==> src/rtl/key_entry_ctrl.sv <==
// Passcode entry controller: owns the 6-digit display buffer, compares against
// PASSCODE on enter, and sequences timed PASS/FAIL holds and lockout.
module key_entry_ctrl #(
  parameter logic [23:0] PASSCODE    = 24'h123456,
  parameter int          MAX_FAIL    = 3,
  parameter int          HOLD_CYCLES = 16,
  parameter int          LOCK_CYCLES = 64
) (
  input  logic        clk,
  input  logic        rst,
  input  logic        key_valid,
  input  logic [3:0]  key_code,
  output logic [23:0] display_code,
  output logic [2:0]  digit_cnt,
  output logic        unlock,
  output logic        fail_flag,
  output logic        alarm,
  output logic [2:0]  fail_cnt,
  output logic [2:0]  state
);

  typedef enum logic [2:0] {
    ENTRY  = 3'd0,
    CHECK  = 3'd1,
    PASS   = 3'd2,
    FAIL   = 3'd3,
    LOCKED = 3'd4
  } state_t;

  localparam logic [23:0] BLANK     = 24'hFFFFFF;
  localparam logic [15:0] HOLD_INIT = 16'(HOLD_CYCLES);
  localparam logic [15:0] LOCK_INIT = 16'(LOCK_CYCLES);
  localparam logic [3:0]  FAIL_LIM  = 4'(MAX_FAIL);

  state_t      state_q, state_d;
  logic [23:0] disp_q, disp_d;
  logic [2:0]  cnt_q, cnt_d;
  logic [2:0]  fail_q, fail_d;
  logic [15:0] timer_q, timer_d;
  logic        unlock_q, unlock_d;
  logic        fail_flag_q, fail_flag_d;
  logic        alarm_q, alarm_d;
  logic        match;
  logic [3:0]  fail_next;

  assign match     = (cnt_q == 3'd6) && (disp_q == PASSCODE);
  assign fail_next = {1'b0, fail_q} + 4'd1;

  always_ff @(posedge clk or negedge rst) begin
    if (!rst) begin
      state_q     <= ENTRY;
      disp_q      <= BLANK;
      cnt_q       <= 3'd0;
      fail_q      <= 3'd0;
      timer_q     <= 16'd0;
      unlock_q    <= 1'b0;
      fail_flag_q <= 1'b0;
      alarm_q     <= 1'b0;
    end else begin
      state_q     <= state_d;
      disp_q      <= disp_d;
      cnt_q       <= cnt_d;
      fail_q      <= fail_d;
      timer_q     <= timer_d;
      unlock_q    <= unlock_d;
      fail_flag_q <= fail_flag_d;
      alarm_q     <= alarm_d;
    end
  end

  always_comb begin
    state_d     = state_q;
    disp_d      = disp_q;
    cnt_d       = cnt_q;
    fail_d      = fail_q;
    timer_d     = timer_q;
    unlock_d    = unlock_q;
    fail_flag_d = fail_flag_q;
    alarm_d     = alarm_q;

    case (state_q)
      ENTRY: begin
        if (key_valid) begin
          if (key_code <= 4'd9) begin
            if (cnt_q < 3'd6) begin
              disp_d = {disp_q[19:0], key_code};
              cnt_d  = cnt_q + 3'd1;
            end
          end else if (key_code == 4'hA) begin
            disp_d = BLANK;
            cnt_d  = 3'd0;
          end else if (key_code == 4'hB) begin
            state_d = CHECK;
          end else if (key_code == 4'hC) begin
            if (cnt_q != 3'd0) begin
              disp_d = {4'hF, disp_q[23:4]};
              cnt_d  = cnt_q - 3'd1;
            end
          end
        end
      end

      CHECK: begin
        if (match) begin
          state_d  = PASS;
          fail_d   = 3'd0;
          timer_d  = HOLD_INIT;
          unlock_d = 1'b1;
        end else if (fail_next < FAIL_LIM) begin
          state_d     = FAIL;
          fail_d      = fail_next[2:0];
          timer_d     = HOLD_INIT;
          fail_flag_d = 1'b1;
        end else begin
          // Lockout blanks the buffer up front so no partial code stays visible.
          state_d = LOCKED;
          fail_d  = FAIL_LIM[2:0];
          timer_d = LOCK_INIT;
          alarm_d = 1'b1;
          disp_d  = BLANK;
          cnt_d   = 3'd0;
        end
      end

      PASS, FAIL: begin
        if (timer_q <= 16'd1) begin
          state_d     = ENTRY;
          disp_d      = BLANK;
          cnt_d       = 3'd0;
          timer_d     = 16'd0;
          unlock_d    = 1'b0;
          fail_flag_d = 1'b0;
        end else begin
          timer_d = timer_q - 16'd1;
        end
      end

      LOCKED: begin
        if (timer_q <= 16'd1) begin
          state_d = ENTRY;
          fail_d  = 3'd0;
          timer_d = 16'd0;
          alarm_d = 1'b0;
        end else begin
          timer_d = timer_q - 16'd1;
        end
      end

      default: begin
        state_d     = ENTRY;
        disp_d      = BLANK;
        cnt_d       = 3'd0;
        timer_d     = 16'd0;
        unlock_d    = 1'b0;
        fail_flag_d = 1'b0;
        alarm_d     = 1'b0;
      end
    endcase
  end

  assign display_code = disp_q;
  assign digit_cnt    = cnt_q;
  assign unlock       = unlock_q;
  assign fail_flag    = fail_flag_q;
  assign alarm        = alarm_q;
  assign fail_cnt     = fail_q;
  assign state        = state_q;

endmodule

==> config.mk <==
export PLATFORM = sky130hd
export DESIGN_NAME = key_entry_ctrl
export DESIGN_NICKNAME = d
export VERILOG_FILES = /design/src/rtl/key_entry_ctrl.sv
export SDC_FILE = /design/constraint.sdc
export NUM_CORES = 1
export LEC_CHECK = 0
export BUFFER_PORTS_ARGS = -buffer_cell sky130_fd_sc_hd__buf_2
export CAP_MARGIN = 20
export CELL_PAD_IN_SITES_DETAIL_PLACEMENT = 1
export CELL_PAD_IN_SITES_GLOBAL_PLACEMENT = 1
export CORE_ASPECT_RATIO = 1.5
export CORE_UTILIZATION = 44
export CTS_CLUSTER_SIZE = 20
export DETAILED_ROUTE_END_ITERATION = 8
export PLACE_DENSITY_LB_ADDON = 0.1
export SYNTH_ARGS = -nofsm -noshare
export SYNTH_HDL_FRONTEND = slang
export SYNTH_SLANG_ARGS = --single-unit
==> constraint.sdc <==
create_clock -name clk -period 2.9 [get_ports clk]
set_clock_uncertainty 0.2 [all_clocks]
set_input_delay 0.58 -clock clk [delete_from_list [all_inputs] [get_ports clk]]
set_output_delay 0.58 -clock clk [all_outputs]
set_load 0.01 [all_outputs]
==> impl_metrics.yaml, run 1 <==
yosys:
  yosysSeqAreaShare: 0.465
  post-synth-top-count-cell: "dfrtp_1"
  netlist_top_cells_count: "dfrtp_1, inv_1, nor2_1"
  yosys_warnings: 0
  yosysTopAreaCellShare: 0.245
  synth_area_leader_cell: "dfrtp_1"
  ys_types: 55
  syn-cell-area_sq_um: 2860
  ys.flop_type: "dfrtp_1"
  synth_edf_count: 0
  netlist_instances: 284
  postSynth.asyncResetShare: 1.00
  syn_nets: 299
  ys_ff_latch: 52
  synth_top_cells_by_area: "dfrtp_1, dfstp_2, mux2i_1"
  synth.avg_cell_area_sq_um: 10.1
global_route:
  grt.met2_usage: 0.455
  grt_max_degree: 21
  antenna_found_initial: 0
  gr-usage-met1: 0.283
  grt_usage: 0.249
  gr-max-usage-layer: "met2"
  grt-ovfl-total: 0
  first_global_vias: 2466
  use_met3: 0.0362
  grt_first_pass_wirelength_microns: 12600
route:
  post_drt_wl_per_cell_microns: 18.9
  routed_wl_microns: 7920
  vias_per_cell: 5.75
  vias: 2409
  first_pass_iters: 4
  drc: 0
  drt_iter0_markers: 96
  drtAntennaViolNets: 0
die:
  die_x_microns: 67.9
  core.rowCount: 35
  dieArea_sq_um: 6840
  initial_core_util: 0.460
  coreArea_sq_um: 6220
  dieHeight_microns: 101
  io_pins: 43
cts:
  holdBufCountCts: 0
  root_buffer: "clkbuf_8"
  cts_sinks: 52
  cts_buffer_depth: 2
  cts_buffers: 5
  insertion_delay_ns: 0.31
  h-tree-depth: 2
  ctsResizeCount: 0
  cts_tree: "yes"
  clk_pin_slew_worst_paths_ns: 0.10
worst_setup_path:
  rrSetupSlack_ns: 0.20
  max_stage_delay_ns: 0.57
  r2r_end: "display_code[11]"
  worstSetupPathType: "reg -> reg"
  cp_cell_sequence: "nor4bb_1 -> nand4_1 -> nor3_1 -> o21ai_1 -> nand3_4 -> buf_4 -> mux2i_1"
  crit_family: "simple AND/OR/NAND/NOR gates"
  cp_slowest_cell: "dfstp_2"
  cp_max_fo: 14
  r2r-start: "display_code[6]"
  worstPathRequired_ns: 2.92
  critPathLaunchType: "flip-flop"
  cp-end-kind: "flip-flop"
  arrival_ns: 2.72
  crit_buf_inv: 1
  worstRegToRegCells: 7
layout:
  fillers: 724
  multi_input_area_sq_um: 1370
  final_cells: 419
  area_delta_synth_final_pct: 18.5
  regArea_sq_um: 1330
  final_nets: 359
  diodes: 0
  drive_above_1_share: 0.310
timing:
  fin_tns_setup_ns: 0
  maxSlewHeadroom: 0.633
  tightest_slew_ns: 0.546
  post-route-period-util: 0.931
  min_period_ns: 2.70
  finalSetupViolations: 0
  slew_violations: 0
  clock.fmax_mhz: 370
  rsz0062_at_grt: "false"
  hold_viol: 0
power_and_ir_drop:
  p_leak_nw: 1.67
  internal_power_mw: 2.17
  vdd_ir_drop_max_mv: 0.612
  pwr-share-comb: 0.545
  powerDensity_nw_per_um2: 1100
  p_clk_frac: 0.149
  power.share.switching: 0.419
  netSwitchingPower_mw: 1.56
  seq_power_share: 0.306
hold_path:
  hold_path_class: "in -> async"
place:
  io_buffers: 42
  place_congestion: 0.808
  dp_cells: 402
  dp_hpwl_microns: 5690
status:
  status: "finished, final reports clean"
job:
  cap_violations: 0
[power by group through the flow]
stage	clock network (mW)	logic, mW	registers, mW
final	0.558	2.03	1.14
after global routing	0.593	2.22	1.17
after CTS	0.570	1.86	1.15
after detailed placement	0	1.84	1.16
after global placement	0	1.81	1.14
after floorplan	0	1.32	1.15
[state kept, by name, summed over array words and instances, names as in the netlist]
signal	flops
fail_flag	1
timer_q	16
alarm	1
unlock	1
state	3
digit_cnt	3
display_code	24
fail_cnt	3
[metal layers]
layer / share of wire / wire, microns / vias to the layer above
met2: 0.55 / 4340 / 46
met3: 0.027 / 213 / 15
met1: 0.40 / 3200 / 1219
met5: 0 / 0 / -
li1: - / - / 1129
met4: 0.022 / 173 / 0
[final cells by class]
| class | count | share of cell area |
|---|---|---|
| inverters | 27 | 0.0299 |
| well taps | 74 | 0.0273 |
| multi-input cells | 195 | 0.405 |
| repair buffers | 63 | 0.108 |
| clock inverters | 1 | 0.00885 |
| clock buffers | 7 | 0.0288 |
| flip-flops and latches | 52 | 0.392 |
[how the worst max path moves through the flow]
stage,start,endpoint,slack [ns],depth (start not counted)
finish,display_code[6],display_code[11],0.20,7
global route,display_code[10],display_code[22],0.1,7
CTS,display_code[10],display_code[11],0.14,7
detailed placement,display_code[10],display_code[11],0.18,7
global placement,fail_cnt[0],digit_cnt[2],0.27,8
floorplan,timer_q[10],timer_q[8],0.74,7
[placed cells by master, fill, tap and decap left out, drive strengths merged, types with 2 or more instances in the layout]
cell type   n
xor2        4
o21ai      11
and3b       2
nor2b       2
and2        3
clkbuf      7
nor4b       2
nor3        7
nor4        5
a21oi       9
nor4bb      2
inv        27
and4b       2
or3         3
mux2        6
xnor2       7
o22ai      20
nand4       4
dfrtp      28
nand2      18
buf        63
mux2i      22
a211o       2
dfstp      24
ha          8
nor2       26
a21o        3
nand3       8
o211ai      2
[worst register-to-register path: cells and delay by family, from the launching register on]
family / cells / cell delay, ns
buffers and inverters: 1 / 0.21
AOI/OAI and AO/OA: 1 / 0.22
DFF: 1 / 0.57
and+or+nand+nor: 4 / 1.17
muxes: 1 / 0.27
[metrics by stage]
stage               worst slack [ns]   util  area [sq um]  total power, mW  hold slack, ns
finish                         0.199  0.546          3390             3.73          0.0115
global route                  0.0960  0.546          3390             3.99          0.0440
detailed placement             0.177  0.514          3200             2.99           0.287
CTS                            0.140  0.535          3330             3.58          0.0228
floorplan                      0.738      -          2860             2.46          0.0844
global placement               0.272  0.514          3200             2.95           0.282
[cell families (layout without fill, tap and decap cells)]
family / after synthesis / in the layout / synth area share
buffers and inverters: 37 / 98 / 0.0555
AO/OA/AOI/OAI: 59 / 59 / 0.136
XOR/XNOR: 11 / 11 / 0.0337
flip-flops: 52 / 52 / 0.465
multiplexers: 28 / 28 / 0.101
AND/OR/NAND/NOR: 89 / 89 / 0.174
adder cells (fa/ha/maj): 8 / 8 / 0.0350
[what timing repair did]
action / CTS / global route
endpoints found under the setup margin: 0 / 1
endpoints found under the hold margin: 0 / 0
buffers inserted: 0 / 9
Note: power is estimated with default switching activity, not from simulation.
==> run 2, diff against run 1 <==
- CORE_UTILIZATION: 44 -> 35
- clock period: 2.9 -> 3.45 ns (I/O delays scaled with it)
==> run 2 against run 1 <==
  * Setup slack gained 0.56 ns
  * Register-to-register slack gained 0.56 ns
  * Largest power group unchanged
  * Highest routed layer unchanged
  * Total power shrank 21%
  * Largest cell class unchanged
  * Non-clock buffer count shrank 16
  * Clock power shrank 7.2%
  * Combinational power shrank 28%
  * Critical path type unchanged
  * Hold slack gained 0.23 ns
  * Die area grew 25%
==> impl_metrics.yaml, run 2 (synthesis gave the netlist of run 1 again) <==
worst_setup_path:
  cp-end-kind: "flip-flop"
  cp_cell_sequence: "ha_1 -> and2_1 -> a21oi_1 -> nor2_1 -> o21ai_1 -> nand3_4 -> mux2_2"
  max_stage_delay_ns: 0.48
  arrival_ns: 2.68
  critPathLaunchType: "flip-flop"
  crit_buf_inv: 0
  worstSetupPathType: "reg -> reg"
  cp_max_fo: 27
  worstPathRequired_ns: 3.44
  cp_slowest_cell: "nand3_4"
  crit_family: "simple AND/OR/NAND/NOR gates"
cts:
  cts_tree: "yes"
  root_buffer: "clkbuf_16"
  h-tree-depth: 2
  cts_buffer_depth: 2
  insertion_delay_ns: 0.30
  holdBufCountCts: 0
  cts_setup_buffers: 0
  clk_pin_slew_worst_paths_ns: 0.07
  ctsResizeCount: 0
  cts_buffers: 5
  cts_sinks: 52
power_and_ir_drop:
  power.total_mw: 2.95
  netSwitchingPower_mw: 1.30
  power.share.switching: 0.440
  vdd_ir_drop_max_mv: 0.413
  internal_power_mw: 1.65
  seq_power_share: 0.330
  p_leak_nw: 1.60
  powerDensity_nw_per_um2: 885
  pwr-share-comb: 0.494
  p_clk_frac: 0.176
layout:
  largest_register_ffs: 24
  drive_above_1_share: 0.280
  final_cells: 434
  final_nets: 343
  mostFrequentLayoutCells: "buf_2, dfrtp_1, inv_1"
  area_delta_synth_final_pct: 16.4
  final_common_cell: "buf_2"
  diodes: 0
timing:
  post-route-period-util: 0.780
  tightest_slew_ns: 0.749
  min_period_ns: 2.69
  rsz0062_at_grt: "false"
  hold_viol: 0
  fin_tns_setup_ns: 0
  finalSetupViolations: 0
  timing.hold.ws_ns: 0.245
  clock.fmax_mhz: 372
  slew_violations: 0
  maxSlewHeadroom: 0.500
die:
  die_x_microns: 75.8
  dieHeight_microns: 113
  core.rowCount: 40
  coreArea_sq_um: 7960
  initial_core_util: 0.360
  io_pins: 43
  dieArea_sq_um: 8550
route:
  vias: 2329
  drt_iter0_markers: 55
  drc: 0
  drtAntennaViolNets: 0
  post_drt_wl_per_cell_microns: 18.6
  first_pass_iters: 4
  vias_per_cell: 5.37
  routed_wl_microns: 8070
global_route:
  grt_max_degree: 30
  antenna_found_initial: 0
  grt_usage: 0.207
  grt_first_pass_wirelength_microns: 13000
  grt-ovfl-total: 0
  first_global_vias: 2444
hold_path:
  hold_path_class: "in -> async"
place:
  place_congestion: 0.818
  dp_cells: 426
  io_buffers: 42
  dp_hpwl_microns: 5790
status:
  status: "finished, final reports clean"
job:
  cap_violations: 0
## run 2: cell count changes in the layout (fill, tap and decap cells not counted), sizes merged
cell	change
clkinv	+2
clkbuf	-2
inv	+1
bufinv	-1
buf	-16
## run 2: area by class of cell
cell class	instances	area (sq um)
clock buffer	5	125
sequential	52	1330
timing repair buffer	47	248
clock inverter	3	22.5
inverter	27	101
tap	105	131
multi-input combinational	195	1370
fill	921	4630
## run 2: final timing paths
kind | start | endpoint | slack, ns | depth (start not counted)
min in group clk | display_code[2] | display_code[2] | 0.30 | 2
worst min-delay path | rst | fail_cnt[2] | 0.25 | 1
max in group asynchronous | rst | display_code[22] | 2.06 | 2
worst max register to register | fail_cnt[0] | digit_cnt[1] | 0.76 | 7
worst max-delay path | fail_cnt[0] | digit_cnt[1] | 0.76 | 7
worst min register to register | display_code[2] | display_code[2] | 0.30 | 2
## run 2: power groups by stage
stage | Combinational [mW] | Clock, mW | Sequential, mW
final | 1.46 | 0.518 | 0.974
after global routing | 1.61 | 0.549 | 1.01
after CTS | 1.49 | 0.539 | 0.977
after detailed placement | 1.48 | 0 | 0.984
after global placement | 1.47 | 0 | 0.979
after floorplan | 1.11 | 0 | 0.965
## run 2: stage by stage
step / worst slack, ns / cell area [sq um] / util
6_report: 0.758 / 3330 / 0.419
5_1_grt: 0.575 / 3330 / 0.419
4_1_cts: 0.708 / 3330 / 0.419
3_5_place_dp: 0.735 / 3180 / 0.400
3_3_place_gp: 0.774 / 3180 / 0.400
2_1_floorplan: 1.20 / 2860 / -
## run 2: worst reg2reg max path, delay by kind of cell, from the launching register on
kind | cells | cell delay [ns]
simple gates | 3 | 0.76
compound gates | 2 | 0.52
mux | 1 | 0.45
flops | 1 | 0.43
fa+ha+maj | 1 | 0.23
## run 2: layer usage
metal	global-route usage	part of all wire
met5	0	0
met2	0.357	0.53
met3	0.0356	0.023
met1	0.248	0.42
met4	0.0778	0.021
